[src/rtl/ysyx_24090012_mrom_rd_slv.sv]
// ----------------------------------------------------------------------------
// ysyx_24090012_mrom_rd_slv
// AXI4 read-only slave in front of a combinational mask ROM. Accepts one read
// burst at a time, waits a fixed number of cycles, then streams the burst
// beats, walking rom_addr through FIXED / INCR / WRAP address sequences.
// Malformed requests and beats outside the ROM window return SLVERR with
// zero data, but the full beat count is always returned.
//
// Ports:
//   clock, reset          - clock; asynchronous active-high reset
//   io_slave_ar*          - read address channel (valid/ready/addr/id/len/size/burst)
//   io_slave_r*           - read data channel (valid/ready/data/id/last/resp)
//   rom_addr              - registered, word-aligned byte address of current beat
//   rom_rdata             - ROM word at rom_addr (combinational lookup)
// ----------------------------------------------------------------------------
module ysyx_24090012_mrom_rd_slv #(
  parameter logic [31:0] BASE_ADDR  = 32'h2000_0000,
  parameter int          SIZE_WORDS = 1024,
  parameter int          LATENCY    = 2
) (
  input  logic        clock,
  input  logic        reset,
  input  logic        io_slave_arvalid,
  output logic        io_slave_arready,
  input  logic [31:0] io_slave_araddr,
  input  logic [3:0]  io_slave_arid,
  input  logic [7:0]  io_slave_arlen,
  input  logic [2:0]  io_slave_arsize,
  input  logic [1:0]  io_slave_arburst,
  output logic        io_slave_rvalid,
  output logic [31:0] io_slave_rdata,
  output logic [3:0]  io_slave_rid,
  output logic        io_slave_rlast,
  output logic [1:0]  io_slave_rresp,
  input  logic        io_slave_rready,
  output logic [31:0] rom_addr,
  input  logic [31:0] rom_rdata
);

  localparam logic [1:0] S_IDLE = 2'd0;
  localparam logic [1:0] S_WAIT = 2'd1;
  localparam logic [1:0] S_DATA = 2'd2;

  localparam logic [3:0]  LAT    = 4'(LATENCY);
  // Window bounds kept 33 bits wide so a window ending at 4 GiB still compares.
  localparam logic [32:0] WIN_LO = {1'b0, BASE_ADDR};
  localparam logic [32:0] WIN_HI = WIN_LO + 33'(SIZE_WORDS) * 33'd4;

  logic [1:0]  state_reg, state_next;
  logic [31:0] addr_reg,  addr_next;
  logic [3:0]  id_reg,    id_next;
  logic [7:0]  len_reg,   len_next;
  logic [1:0]  burst_reg, burst_next;
  logic        err_reg,   err_next;
  logic [7:0]  beat_reg,  beat_next;
  logic [3:0]  lat_reg,   lat_next;

  logic        ar_fire, r_fire, last_beat, ar_err, wrap_len_ok;
  logic        in_range, beat_err;
  logic [31:0] wrap_mask, addr_adv;

  assign io_slave_arready = (state_reg == S_IDLE) && !reset;
  assign io_slave_rvalid  = (state_reg == S_DATA);
  assign ar_fire          = io_slave_arvalid && io_slave_arready;
  assign r_fire           = io_slave_rvalid && io_slave_rready;
  assign last_beat        = (beat_reg == len_reg);

  assign wrap_len_ok = (io_slave_arlen == 8'd1) || (io_slave_arlen == 8'd3) ||
                       (io_slave_arlen == 8'd7) || (io_slave_arlen == 8'd15);
  // Whole-transaction error is decided once at the handshake and latched.
  assign ar_err = (io_slave_arsize != 3'b010) || (io_slave_araddr[1:0] != 2'b00) ||
                  (io_slave_arburst == 2'b11) ||
                  ((io_slave_arburst == 2'b10) && !wrap_len_ok);

  // WRAP block is (len+1) words; len is 2^n-1 for legal wraps, so len,2'b11 is the offset mask.
  assign wrap_mask = {22'd0, len_reg, 2'b11};

  always_comb begin
    addr_adv = addr_reg;
    case (burst_reg)
      2'b00:   addr_adv = addr_reg;
      2'b01:   addr_adv = addr_reg + 32'd4;
      default: addr_adv = (addr_reg & ~wrap_mask) | ((addr_reg + 32'd4) & wrap_mask);
    endcase
  end

  always_comb begin
    state_next = state_reg;
    addr_next  = addr_reg;
    id_next    = id_reg;
    len_next   = len_reg;
    burst_next = burst_reg;
    err_next   = err_reg;
    beat_next  = beat_reg;
    lat_next   = lat_reg;
    case (state_reg)
      S_IDLE: begin
        if (ar_fire) begin
          addr_next  = {io_slave_araddr[31:2], 2'b00};
          id_next    = io_slave_arid;
          len_next   = io_slave_arlen;
          burst_next = io_slave_arburst;
          err_next   = ar_err;
          beat_next  = 8'd0;
          lat_next   = LAT;
          // Latency 0 and 1 both present data in the cycle after the handshake.
          state_next = (LAT <= 4'd1) ? S_DATA : S_WAIT;
        end
      end
      S_WAIT: begin
        lat_next = lat_reg - 4'd1;
        if (lat_reg <= 4'd2) begin
          state_next = S_DATA;
        end
      end
      S_DATA: begin
        if (r_fire) begin
          if (last_beat) begin
            state_next = S_IDLE;
          end else begin
            beat_next = beat_reg + 8'd1;
            addr_next = addr_adv;
          end
        end
      end
      default: state_next = S_IDLE;
    endcase
  end

  always_ff @(posedge clock or posedge reset) begin
    if (reset) begin
      state_reg <= S_IDLE;
      addr_reg  <= 32'd0;
      id_reg    <= 4'd0;
      len_reg   <= 8'd0;
      burst_reg <= 2'd0;
      err_reg   <= 1'b0;
      beat_reg  <= 8'd0;
      lat_reg   <= 4'd0;
    end else begin
      state_reg <= state_next;
      addr_reg  <= addr_next;
      id_reg    <= id_next;
      len_reg   <= len_next;
      burst_reg <= burst_next;
      err_reg   <= err_next;
      beat_reg  <= beat_next;
      lat_reg   <= lat_next;
    end
  end

  // Outputs derive from registered state only, so they hold while stalled.
  assign rom_addr = addr_reg;
  assign in_range = ({1'b0, addr_reg} >= WIN_LO) && ({1'b0, addr_reg} < WIN_HI);
  assign beat_err = err_reg || !in_range;

  assign io_slave_rdata = (io_slave_rvalid && !beat_err) ? rom_rdata : 32'd0;
  assign io_slave_rresp = (io_slave_rvalid && beat_err) ? 2'b10 : 2'b00;
  assign io_slave_rid   = io_slave_rvalid ? id_reg : 4'd0;
  assign io_slave_rlast = io_slave_rvalid && last_beat;

endmodule

[config.mk]
export PLATFORM = sky130hd
export DESIGN_NAME = ysyx_24090012_mrom_rd_slv
export DESIGN_NICKNAME = d
export VERILOG_FILES = /design/src/rtl/ysyx_24090012_mrom_rd_slv.sv
export SDC_FILE = /design/constraint.sdc
export NUM_CORES = 1
export LEC_CHECK = 0
export CELL_PAD_IN_SITES_DETAIL_PLACEMENT = 1
export CELL_PAD_IN_SITES_GLOBAL_PLACEMENT = 1
export CORE_ASPECT_RATIO = 1.5
export CORE_MARGIN = 2
export CORE_UTILIZATION = 29
export CTS_CLUSTER_DIAMETER = 150
export CTS_CLUSTER_SIZE = 40
export DETAILED_ROUTE_END_ITERATION = 7
export PLACE_DENSITY = 0.88
export SYNTH_ARGS = -nofsm -noshare
export SYNTH_HDL_FRONTEND = slang
export SYNTH_SLANG_ARGS = --single-unit
[constraint.sdc]
create_clock -name clock -period 1.9 [get_ports clock]
set_clock_uncertainty 0.15 [all_clocks]
set_input_delay 0.475 -clock clock [delete_from_list [all_inputs] [get_ports clock]]
set_output_delay 0.475 -clock clock [all_outputs]
set_load 0.1 [all_outputs]
==> After elaboration in Yosys (flattened, before gate mapping) <==
Index checks and enable logic that the tools add are counted.
{ "totals": {"mem_bits_rw": 0, "latchBits": 0, "n_memories": 0, "romBits": 0, "regBits": 61, "elab_cells": 83, "input_bits": 85} }
{ "op_classes": {"n_addsub": 3, "eq_ne": 17, "n_mux": 19, "n_shift": 0, "magnitude_cmp": 3, "bitwise": 4, "reduce_logical": 29, "div": 0, "mul": 0} }
{ "op_table": {"columns": ["operator", "count"], "rows": [
  ["2-to-1 mux 32 bit", 4],
  ["one-hot mux 32 bit (2 select lines)", 2],
  ["adder 32 x 3 -> 32 bit, second input constant", 1],
  ["AND 32 x 10 -> 32 bit", 1],
  ["AND 32 bit", 1],
  ["greater-or-equal comparator 32 x 30 -> 1 bit, second input constant", 1],
  ["less-than comparator 32 x 30 -> 1 bit, second input constant", 1],
  ["inverter 10 -> 32 bit", 1],
  ["OR 32 bit", 1],
  ["2-to-1 mux 8 bit", 3],
  ["one-hot mux 8 bit (2 select lines)", 1],
  ["2-to-1 mux 2 bit", 5],
  ["adder 8 x 1 -> 8 bit, second input constant", 1],
  ["== test 8 x 1 -> 1 bit, second input constant", 1],
  ["== test 8 x 2 -> 1 bit, second input constant", 1],
  ["== test 8 x 3 -> 1 bit, second input constant", 1],
  ["== test 8 x 4 -> 1 bit, second input constant", 1],
  ["== test 8 bit", 1],
  ["logical AND 1 bit", 8],
  ["2-to-1 mux 4 bit", 2],
  ["inequality test 2 bit, second input constant", 4],
  ["one-hot mux 4 bit (2 select lines)", 1],
  ["AND reduction 4 bit", 2],
  ["logical OR 1 bit", 7],
  ["12 further kinds", 23]
]} }

==> Logic depth before layout (Yosys ltp) <==
Gate-level depths: netlist (run 1).
{ "logic_depth": {"depth_word": 7, "depth_mapped": 9, "depth_no_buf": 6} }

==> Worst setup path before layout (run 1) <==
Ideal clock, no wire load.
{ "synth_timing": {"kind": "register -> output", "startpoint": "register addr_reg[22] (netlist: rom_addr[22])", "endpoint": "output io_slave_rresp[1]", "path_buffers": 2, "path_slack_ns": -1.612, "stages_incl_launch_ff": 7, "arrival_ns": 2.887, "path_cell_list": "dfrtp_1 > clkbuf_1 > nor4_1 > nand4_1 > nor2_1 > clkbuf_1 > nor2_1"} }
{ "synth_between": {"elab_chain_len": 6, "word_cells_on_any_way": 7, "classes_between": "order compare: 2; mux: 1; reduce/logical: 4"} }
{ "synth_rtl": {"columns": ["element", "line", "source"], "rows": [
  ["from (decl)", "50", "logic [31:0] addr_reg, addr_next;"],
  ["from (signal assigned)", "142", "addr_reg <= addr_next;"],
  ["greater-or-equal comparator 32 x 30 -> 1 bit / less-than comparator 32 x 30 -> 1 bit (equally long branches)", "154", "assign in_range = ({1'b0, addr_reg} >= WIN_LO) && ({1'b0, addr_reg} < WIN_HI);"],
  ["logical AND 1 bit *", "154", null],
  ["zero test 1 bit *", "155", "assign beat_err = err_reg || !in_range;"],
  ["logical OR 1 bit *", "155", null],
  ["logical AND 1 bit *", "158", "assign io_slave_rresp = (io_slave_rvalid && beat_err) ? 2'b10 : 2'b00;"],
  ["2-to-1 mux 2 bit *", "158", null],
  ["to (decl)", "34", "output logic [1:0] io_slave_rresp,"]
]} }
Every way passes the cells marked *; elsewhere a longest branch is shown, timed or not.

==> Worst setup path after layout (run 1) <==
{ "layout_timing": {"startpoint": "register addr_reg[21] (netlist: rom_addr[21])", "endpoint": "output io_slave_rdata[17]"} }
{ "layout_between": {"elab_chain_len": 7, "word_cells_on_any_way": 8, "classes_between": "order compare: 2; mux: 1; reduce/logical: 5"} }
{ "layout_rtl": {"columns": ["element", "line", "source"], "rows": [
  ["greater-or-equal comparator 32 x 30 -> 1 bit / less-than comparator 32 x 30 -> 1 bit (equally long branches)", "154", null],
  ["logical AND 1 bit *", "154", null],
  ["zero test 1 bit *", "155", null],
  ["logical OR 1 bit *", "155", null],
  ["zero test 1 bit *", "157", "assign io_slave_rdata = (io_slave_rvalid && !beat_err) ? rom_rdata : 32'd0;"],
  ["logical AND 1 bit *", "157", null],
  ["2-to-1 mux 32 bit *", "157", null],
  ["to (decl)", "31", "output logic [31:0] io_slave_rdata,"]
]} }
Marks and branches as above.

==> results by stage, run 1 <==
Hold path:
- The tightest min-delay check is of the reg -> reg type.

Layout:
- The number of antenna diodes in the final layout is 0.
- The final instance count without filler cells is 918.
- The final-stage net count is 838.
- From synthesis to final layout, the design area changed by 112.6%.
- The flip-flop count of the largest register, all copies and words added is 30.
- Once layout is complete, the utilization of the core stands at 62.42%.
- The proportion of layout cells with a drive suffix above 1 is 49.27%.

Floorplan:
- From left edge to right edge, the die measures 101.0 um.
- The initial core utilization is 29.36%.
- The floorplan has 53 rows.
- The placeable core region is 13930 um^2.
- 158 I/O pins were placed.
- The die is 149.4 um tall.
- The floorplan die area is 15090 um^2.

GRT:
- The via count of the first global-routing pass is 5900.
- met2 is the most crowded layer.
- Across every metal layer, demand over resource in global routing totals 29.22%.
- The fraction of met1 tracks used by global routing is 31.36%.
- The global-route met3 utilization is 4.437%.
- The total congestion overflow is 0.
- Entering global routing, the biggest net connects 60 pins.
- Global routing consumed, on the met2 layer, 53.13% of the routing resources.
- The first global-routing pass estimated 33530 um of wire.
- The number of antenna violations at the first check in global routing is 0.

Detailed routing:
- The detailed router placed 5475 vias in this run.
- After detailed routing, the number of remaining DRC violations is 0.
- In this run, the number of DRC markers left after iteration 0 of detailed routing was 308.
- The routed wire length is 24820 um.
- The number of detailed-route iterations in the first pass is 5.
- The post-detailed-route via-to-cell ratio is 5.964.
- In this run the remaining antenna-violating nets after routing total 0.
- The wire length per cell after detailed routing is 27.04 um.

STA:
- Setup repair after global routing could not meet its margin everywhere.
- The slew at the pin closest to its max-slew limit is 579.8 ps.
- The worst hold slack is 341.4 ps.
- The number of endpoints with negative hold slack in the final report came to 0.
- Dividing the final minimum period by the clock period gives 144.7%.
- The number of max-slew violations in the final report is 0.
- The final number of setup-violating endpoints is 95.
- For this run, the top clock speed supported by timing is 0.3638 GHz.
- The worst pin sits at a relative slew slack of 61.20%.
- The least setup slack across all paths after layout is -848.7 ps.
- The smallest clock period supported by the final layout is computed as 2749 ps.

Setup path:
- The category of the critical setup timing path is reg -> out.
- Of all nets on the critical path, the largest fanout is 16.
- The worst setup path is captured at an output port.
- For the worst setup path, the data arrival time is 2120 ps.
- The startpoint type of the worst setup path is a flop.
- The largest single stage delay on the critical path is 440 ps.
- STA puts the critical path data required time at 1270 ps.
- Traced cell by cell, the critical path runs through nor4_4, nand4_1, nor2_4, clkbuf_16, and3_4, buf_12.
- The cell with the largest stage delay on the worst path is sky130_fd_sc_hd__dfrtp_2.

Place:
- Routability-driven placement finished with a final weighted congestion of 0.8954.
- Buffers placed on the I/O ports in this run total 154.
- The detailed placement HPWL is 13900 um.
- Counting tap cells, the placed design contains a total of 862 instances.

Logic synthesis:
- Yosys attributes the largest share of cell area to sky130_fd_sc_hd__dfrtp_1 (36%), sky130_fd_sc_hd__nand2_1 (7.4%), sky130_fd_sc_hd__and3_1 (6.1%).
- The cell accounting for the most synthesized area is sky130_fd_sc_hd__dfrtp_1.
- The most frequently used cell type in the post-synthesis netlist is sky130_fd_sc_hd__nand2_1.
- The post-synthesis cell type count is 59.
- The summed instance area of the synthesized netlist is 4089 um^2.
- The dominant register cell in the synthesized netlist is sky130_fd_sc_hd__dfrtp_1.
- The number of enable-type register cells in the synthesized netlist is 0.
- The commonest cells after synthesis are sky130_fd_sc_hd__nand2_1 (81), sky130_fd_sc_hd__dfrtp_1 (59), sky130_fd_sc_hd__and3_1 (40), sky130_fd_sc_hd__nor2_1 (27), sky130_fd_sc_hd__a21oi_1 (22).
- The count of warnings emitted by yosys is 0.
- The part of the Yosys area used for sequential elements is 36.11%.
- Dividing the synthesized area by the synthesized cell count gives 8.227 um^2.
- The number of instances in the synthesized netlist is 497.
- In this run the biggest area consumer among cell types represents 36.11% of the synthesized area.
- After synthesis the netlist holds a flip-flop and latch count of 59.
- After synthesis, the share of flip-flops with an asynchronous set or reset is 100.0%.

Clock network:
- The library cell used as clock root buffer is sky130_fd_sc_hd__clkbuf_16.
- The number of clock buffers added by TritonCTS is 9.
- CTS built an H-tree with a depth of 3.
- The source-to-sink clock delay at the later pin of the worst-skew pair is 340 ps.
- The clock-pin transition on the worst setup and hold timing paths is 60 ps.
- The maximum clock insertion buffer count is 2.
- The TritonCTS clock tree is yes.
- The tree built by TritonCTS fans out to 59 sinks.

Pwr:
- The fraction of power consumed by the clock network is 10.8%.
- The design draws 0.01511 W.
- Sequential cells burn 16.2% of the power.
- The fraction of power spent switching nets is 51.78%.
- The switching power of the nets is 0.007826 W.
- The maximum vdd ir drop is 0.0009395 V.
- The cell area power density is 1739 nW/um^2.
- The portion of total power attributed to combinational logic is 73.0%.
- In this run the static leakage power is 3.718 nW.
- Cell internal power was estimated by the tool at 0.007288 W.

Job:
- The total of max-cap violations is 0.

Run status:
- The run finished, with violations left.
- The final reports fail on negative setup slack.
power groups by stage:
| stage | Clock, W | Sequential (W) | Combinational, W |
|---|---|---|---|
| after floorplan | 0 | 0.00471 | 0.00293 |
| after global placement | 0 | 0.00227 | 0.00874 |
| after detailed placement | 0 | 0.00232 | 0.00905 |
| after CTS | 0.00158 | 0.00234 | 0.0102 |
| after global routing | 0.00170 | 0.00247 | 0.0114 |
| final | 0.00164 | 0.00245 | 0.0110 |
cells by family (layout without fill, tap and decap cells):
family / Yosys count / count (layout) / share of synthesized area (%)
simple gates: 224 / 226 / 28.73
compound gates: 130 / 130 / 22.22
flops: 59 / 59 / 36.11
buf+inv: 59 / 311 / 6.885
xor+xnor: 13 / 13 / 2.785
mux: 6 / 6 / 1.652
fa+ha+maj: 5 / 5 / 1.530
other cells: 1 / 3 / 0.09171
repair_timing:
| item | CTS | global route |
|---|---|---|
| endpoints found under the setup margin | 93 | 87 |
| cloned | 6 | 5 |
| pin swaps | 52 | 40 |
| resized for setup | 96 | 41 |
| buffers inserted | 17 | 17 |
| hold buffers | 0 | 0 |
cells in the final DEF (no fill, tap or decap), types with 7 or more instances in the layout:
| master | synthesis | final |
|---|---|---|
| sky130_fd_sc_hd__a21oi_2 | 0 | 9 |
| sky130_fd_sc_hd__a21o_1 | 8 | 7 |
| sky130_fd_sc_hd__buf_12 | 0 | 82 |
| sky130_fd_sc_hd__xor2_1 | 12 | 12 |
| sky130_fd_sc_hd__nand4_1 | 13 | 13 |
| sky130_fd_sc_hd__clkbuf_16 | 0 | 12 |
| sky130_fd_sc_hd__dfrtp_2 | 0 | 31 |
| sky130_fd_sc_hd__o211ai_1 | 8 | 8 |
| sky130_fd_sc_hd__nor2_1 | 27 | 25 |
| sky130_fd_sc_hd__o22a_1 | 8 | 8 |
| sky130_fd_sc_hd__dfrtp_1 | 59 | 28 |
| sky130_fd_sc_hd__and2_4 | 0 | 9 |
| sky130_fd_sc_hd__a31oi_1 | 16 | 15 |
| sky130_fd_sc_hd__clkdlybuf4s50_1 | 0 | 82 |
| sky130_fd_sc_hd__buf_4 | 8 | 83 |
| sky130_fd_sc_hd__o21ai_0 | 15 | 7 |
| sky130_fd_sc_hd__nand2_1 | 81 | 74 |
| sky130_fd_sc_hd__nand3_1 | 9 | 8 |
| sky130_fd_sc_hd__buf_6 | 2 | 19 |
| sky130_fd_sc_hd__a21oi_4 | 0 | 9 |
| sky130_fd_sc_hd__a2bb2oi_2 | 0 | 7 |
| sky130_fd_sc_hd__and3_4 | 0 | 35 |
| sky130_fd_sc_hd__inv_1 | 13 | 12 |
worst paths after layout:
check | start | end | slack (ps) | cells after the start
max | rom_addr[21]$_DFFE_PP0P_ | io_slave_rdata[17] | -850 | 6
min | id_reg[1]$_DFFE_PP0P_ | id_reg[1]$_DFFE_PP0P_ | 340 | 2
max reg2reg | beat_reg[2]$_DFFE_PP0P_ | rom_addr[5]$_DFFE_PP0P_ | -400 | 9
min reg2reg | id_reg[1]$_DFFE_PP0P_ | id_reg[1]$_DFFE_PP0P_ | 340 | 2
max in group asynchronous | reset | rom_addr[22]$_DFFE_PP0P_ | 860 | 4
min in group asynchronous | reset | id_reg[2]$_DFFE_PP0P_ | 420 | 4
critical path, delay by kind of cell (launching register included):
kind	cells	cell delay, ps
DFF	1	440
and+or+nand+nor	4	950
buffers and inverters	2	390
metrics by stage:
stage | setup TNS [ps] | setup slack [ps] | cell area (um^2)
detailed placement | -50870 | -871.6 | 7401
floorplan | -23220 | -565.3 | 4567
finish | -41190 | -848.7 | 8692
global route | -43580 | -886.3 | 8692
CTS | -34080 | -823.5 | 8386
global placement | -46000 | -817.1 | 7401
metal layers:
layer  wire length (um)  up-vias
met5                  0        -
met2              13470      292
met3               1128       99
li1                   -     2342
met1               8742     2742
met4               1481        0
cell type report:
class	instances	area, um^2
clock buffers	14	274.0
clock inverters	2	10.01
fillers	1444	5234
inverters	14	68.82
multi-input cells	383	3048
flip-flops and latches	59	1515
well taps	165	206.4
repair buffers	281	3570
(Power assumes the default switching activity.)
==> run 2, diff against run 1 <==
--- a/config.mk
+++ b/config.mk
@@ -5,15 +5,16 @@
 export SDC_FILE = /design/constraint.sdc
 export NUM_CORES = 1
 export LEC_CHECK = 0
+export ABC_AREA = 1
 export CELL_PAD_IN_SITES_DETAIL_PLACEMENT = 1
 export CELL_PAD_IN_SITES_GLOBAL_PLACEMENT = 1
 export CORE_ASPECT_RATIO = 1.5
 export CORE_MARGIN = 2
-export CORE_UTILIZATION = 29
+export CORE_UTILIZATION = 27
 export CTS_CLUSTER_DIAMETER = 150
 export CTS_CLUSTER_SIZE = 40
 export DETAILED_ROUTE_END_ITERATION = 7
-export PLACE_DENSITY = 0.88
+export PLACE_DENSITY = 0.87
 export SYNTH_ARGS = -nofsm -noshare
 export SYNTH_HDL_FRONTEND = slang
 export SYNTH_SLANG_ARGS = --single-unit
==> run 2 against run 1 <==
- the flow still finishes with violations (negative setup slack)
- clock-buffer cell count shrank 2
- sequential power shrank 22%
- first-iteration DRC count grew 31%
- setup slack lost 55 ps
- fmax shrank 2.0%
- synthesized cell count grew 42%
- combinational power shrank 39%
- flip-flop and latch count is the same
- critical path depth grew 2
- die area grew 14%
- global-route usage grew 0.30 points
- critical endpoint is now io_slave_rdata[13]
- largest cell class unchanged
==> results by stage, run 2 <==
Run status:
- The flow ran to the end, but the final reports show violations.
- The checks that failed: negative setup slack.

Floorplan:
- The die height was 159.4 um (+6.7%).
- The initial core utilization is 27.70% (-1.7 points).
- The floorplan die area came to 17160 um^2 (+14%).
- The placeable core region is 15700 um^2 (+13%).
- The top-level port count is 158 (unchanged).
- The horizontal die dimension was 107.6 um (+6.6%).
- The floorplan row count is 56 (+5.7%).

STA:
- The slew at the pin closest to its max-slew limit is 874.4 ps (+294.6 ps).
- The final number of setup-violating endpoints is 99 (+4.2%).
- The maximum operating frequency is 0.3567 GHz (-2.0%).
- The clock period minus final worst setup slack is 2804 ps (+54.90 ps).
- The headroom to the max-slew limit is 41.71% (-19 points).
- Setup repair after global routing could not meet its margin everywhere.
- The number of endpoints with negative hold slack in the final report is 0 (unchanged).
- The post-route fraction of the period consumed by the critical path is 147.6% (+2.9 points).
- The number of max-slew violations in the final report is 0 (unchanged).
- The least setup slack across all paths after layout is -903.6 ps (-54.90 ps).

Setup path:
- The largest fanout on the critical path came to 8 (-8).
- Walking the worst path, the cells encountered are inv_2, nand4_1, nor4_2, nand4_1, buf_6, buf_16, nor2_4, buf_12.
- The worst register-to-register path ends at beat_reg[0]$_DFFE_PP0P_.
- The stage delay of the slowest cell on the critical path is 490 ps (+50 ps).
- The arrival time reported for the critical path endpoint is 2180 ps (+60 ps).
- The cell seen most often among critical-path stages is sky130_fd_sc_hd__nand4_1.
- The cell family contributing the most delay on the critical path is simple AND/OR/NAND/NOR gates.
- On the critical path, the stage with the largest delay is an instance of sky130_fd_sc_hd__dfrtp_4.
- The launch point of the worst reg-to-reg path is state_reg[0]$_DFFE_PP0P_.
- The worst reg2reg path depth was 12 (+3).
- The startpoint of the most critical setup path is rom_addr[20]$_DFFE_PP0P_.
- STA classifies the critical path endpoint as an output port.
- The buffer and inverter count on the worst path came to 4 (+2).
- The minimum setup slack among reg-to-reg paths was -550 ps (-150 ps).
- The category of the critical setup timing path is reg -> out.
- The worst endpoint required time is 1270 ps (about the same).
- The worst setup path is launched from a flop.

Pwr:
- The sequential group share of total power came to 18.0% (+1.8 points).
- The leakage power is 4.171 nW (+12%).
- The internal power contribution is 0.005407 W (-26%).
- The fraction of power spent switching nets is 48.91% (-2.9 points).
- The total power is 0.01058 W (-30%).
- The maximum vdd ir drop came to 0.001464 V (+56%).
- The portion of total power attributed to combinational logic is 63.7% (-9.3 points).
- The switching power of the nets came to 0.005175 W (-34%).
- The cell area power density is 1150 nW/um^2 (-34%).
- The fraction of power consumed by the clock network is 18.3% (+7.5 points).

Logic synthesis:
- The post-synthesis adder-cell area fraction is 1.439% (-0.091 points).
- By instance count, the leading cell after synthesis is sky130_fd_sc_hd__nand2_1.
- The area fraction in compound gates after synthesis came to 7.597% (-15 points).
- The basic-gate share of the synthesized area counting and, or, nand and nor cells is 42.24% (+14 points).
- The post-synthesis area per instance is 6.141 um^2 (-25%).
- The number of enable-type register cells in the synthesized netlist came to 0 (unchanged).
- The summed instance area of the synthesized netlist came to 4348 um^2 (+6.3%).
- The share of flip-flops with an asynchronous set or reset after synthesis is 100.0% (unchanged).
- Among all flip-flop cells after synthesis, the most frequent one is sky130_fd_sc_hd__dfrtp_1.
- The post-synthesis cell type count was 34 (-42%).
- The part of the Yosys area used for sequential elements is 33.96% (-2.2 points).
- The count of warnings emitted by yosys is 0 (unchanged).
- The number of instances in the synthesized netlist is 708 (+42%).
- The share of cell area taken by muxes after synthesis is 0% (-1.7 points).
- The share of the synthesized area in the top cell type is 33.96% (-2.2 points).
- The xor and xnor fraction of the mapped netlist area is 2.619% (-0.17 points).
- After synthesis, the most frequently instantiated cells are sky130_fd_sc_hd__nand2_1 (256), sky130_fd_sc_hd__inv_1 (106), sky130_fd_sc_hd__nor2_1 (93), sky130_fd_sc_hd__dfrtp_1 (59), sky130_fd_sc_hd__nand3_1 (55).
- Ranked by total cell area, the synthesized netlist is headed by sky130_fd_sc_hd__dfrtp_1 (34%), sky130_fd_sc_hd__nand2_1 (22%), sky130_fd_sc_hd__inv_1 (9.2%).
- After synthesis, the largest family of logic cells by area is simple AND/OR/NAND/NOR gates.
- The total of flip-flops plus latches after synthesis was 59 (unchanged).
- The biggest area contributor in the post-synthesis netlist is sky130_fd_sc_hd__dfrtp_1.

GRT:
- The largest net degree at the start of global routing was 60 (unchanged).
- The number of antenna violations at the first check in global routing came to 0 (unchanged).
- The via count of the first global-routing pass is 6956 (+18%).
- The total global-route track usage came to 29.51% (+0.30 points).
- The total congestion overflow is 0 (unchanged).
- The global-route wire length before repair is 38780 um (+16%).

Layout:
- The number of inserted diodes is 0 (unchanged).
- The final standard cell area without fillers came to 9200 um^2 (+5.8%).
- The fraction of the core area covered by cells at the end of the flow is 58.62% (-3.8 points).
- The final-stage net count is 1079 (+29%).
- The register area was 1540 um^2 (+1.7%).
- The flip-flop count of the largest register, all copies and words added is 30 (unchanged).
- The proportion of layout cells with a drive suffix above 1 came to 40.44% (-8.8 points).
- The top cell types in the final layout, fill and taps aside, are sky130_fd_sc_hd__nand2_1 (211), sky130_fd_sc_hd__buf_4 (90), sky130_fd_sc_hd__inv_1 (87).
- The most common cell after layout, fill and taps aside is sky130_fd_sc_hd__nand2_1.
- The area of combinational cells with multiple inputs is 3047 um^2 (about the same).
- From synthesis to final layout, the design area changed by 111.6%.
- The number of filler instances in the final layout is 1816 (+26%).

Place:
- The detailed placement HPWL is 15530 um (+12%).
- The number of port buffers is 154 (unchanged).
- The routability-driven placement congestion ratio came to 0.8893 (-0.68%).
- The standard cell area after detailed placement is 7904 um^2 (+6.8%).

Hold path:
- In this run the worst hold path is classified as reg -> reg.
- The worst hold path begins at id_reg[2]$_DFFE_PP0P_.
- The number of cells traversed by the worst hold path is 2 (unchanged).
- For hold timing, the worst endpoint is id_reg[2]$_DFFE_PP0P_.

Job:
- The total of max-cap violations came to 0 (unchanged).

Clock network:
- The depth of the CTS H-tree is 3 (unchanged).
- The number of clock sinks is 59 (unchanged).
- The source-to-sink clock delay at the later pin of the worst-skew pair was 360 ps (+20 ps).
- The maximum clock insertion buffer count is 2 (unchanged).
- The number of buffers created by CTS is 9 (unchanged).
- The number of buffers inserted by hold repair at cts is 0 (unchanged).
- The library cell used as clock root buffer is sky130_fd_sc_hd__clkbuf_16.
- The TritonCTS clock tree is yes.
- The clock-pin transition on the worst setup and hold timing paths is 60 ps (about the same).

Detailed routing:
- The post-detailed-route via-to-cell ratio is 5.334 (-11%).
- The initial detailed-routing violation count came to 404 (+31%).
- The count of antenna-violating nets left after detailed routing is 0 (unchanged).
- The routed wire length was 28830 um (+16%).
- The wire length per cell after detailed routing is 24.09 um (-11%).
- The total via count after detailed routing came to 6385 (+17%).
- The number of detailed-route iterations in the first pass was 5 (unchanged).
- The post-route DRC violation count is 0 (unchanged).
[run 2: cell type report]
cell class	count	area share, %
repair buffers	290	38.95
multi-input cells	523	33.12
flip-flops and latches	59	16.74
inverters	106	4.855
clock buffers	12	2.788
well taps	203	2.761
clock inverters	4	0.7888
[run 2: metal layers]
layer / share of wire (%) / vias up / track usage, %
li1: - / 2742 / -
met1: 31 / 3047 / 28.73
met2: 53 / 423 / 54.09
met3: 7.6 / 173 / 7.163
met4: 8.7 / 0 / 18.82
met5: 0 / - / 0
[run 2: per-stage QoR]
step                      hold slack [ps]  TNS, ps  std cells  setup slack (ps)
after floorplan                     310.0   -53500        710            -796.9
after global placement              352.7   -23480       1139            -428.2
after detailed placement            366.1   -33870       1139            -523.3
after CTS                           409.9   -28400       1182            -868.2
after global routing                445.9   -52170       1197            -985.3
final                               398.9   -47230       1197            -903.6
[run 2: what timing repair did]
action / CTS / global route
buffers inserted: 29 / 15
gates resized for setup: 60 / 102
cloned: 2 / 4
setup endpoints to repair: 71 / 78
pin swaps: 6 / 17
[run 2: power groups by stage]
| stage | clock network (W) | registers [W] | logic, W |
|---|---|---|---|
| after floorplan | 0 | 0.00261 | 0.00228 |
| after global routing | 0.00199 | 0.00193 | 0.00698 |
| after detailed placement | 0 | 0.00185 | 0.00520 |
| after global placement | 0 | 0.00182 | 0.00504 |
| final | 0.00194 | 0.00190 | 0.00674 |
| after CTS | 0.00189 | 0.00185 | 0.00591 |
[run 2: worst min-delay path: stages, from the launching register on]
cell and delay [ps]:
sky130_fd_sc_hd__dfrtp_1 320, sky130_fd_sc_hd__inv_1 70, sky130_fd_sc_hd__o21ai_1 130
[run 2: logic make-up (layout without fill, tap and decap cells)]
family	after synthesis	in the layout
xor+xnor	13	13
other cells	1	3
flops	59	59
compound gates	61	61
fa+ha+maj	5	5
buf+inv	128	412
simple gates	441	441
[run 2: worst max path at each step]
stage,endpoint,slack (ps),cells after the start
final,io_slave_rdata[13],-900,8
after global routing,io_slave_rdata[13],-990,8
after CTS,io_slave_rdata[0],-870,8
after detailed placement,io_slave_rdata[0],-520,7
after global placement,io_slave_rdata[31],-430,7
after floorplan,io_slave_rdata[21],-800,6
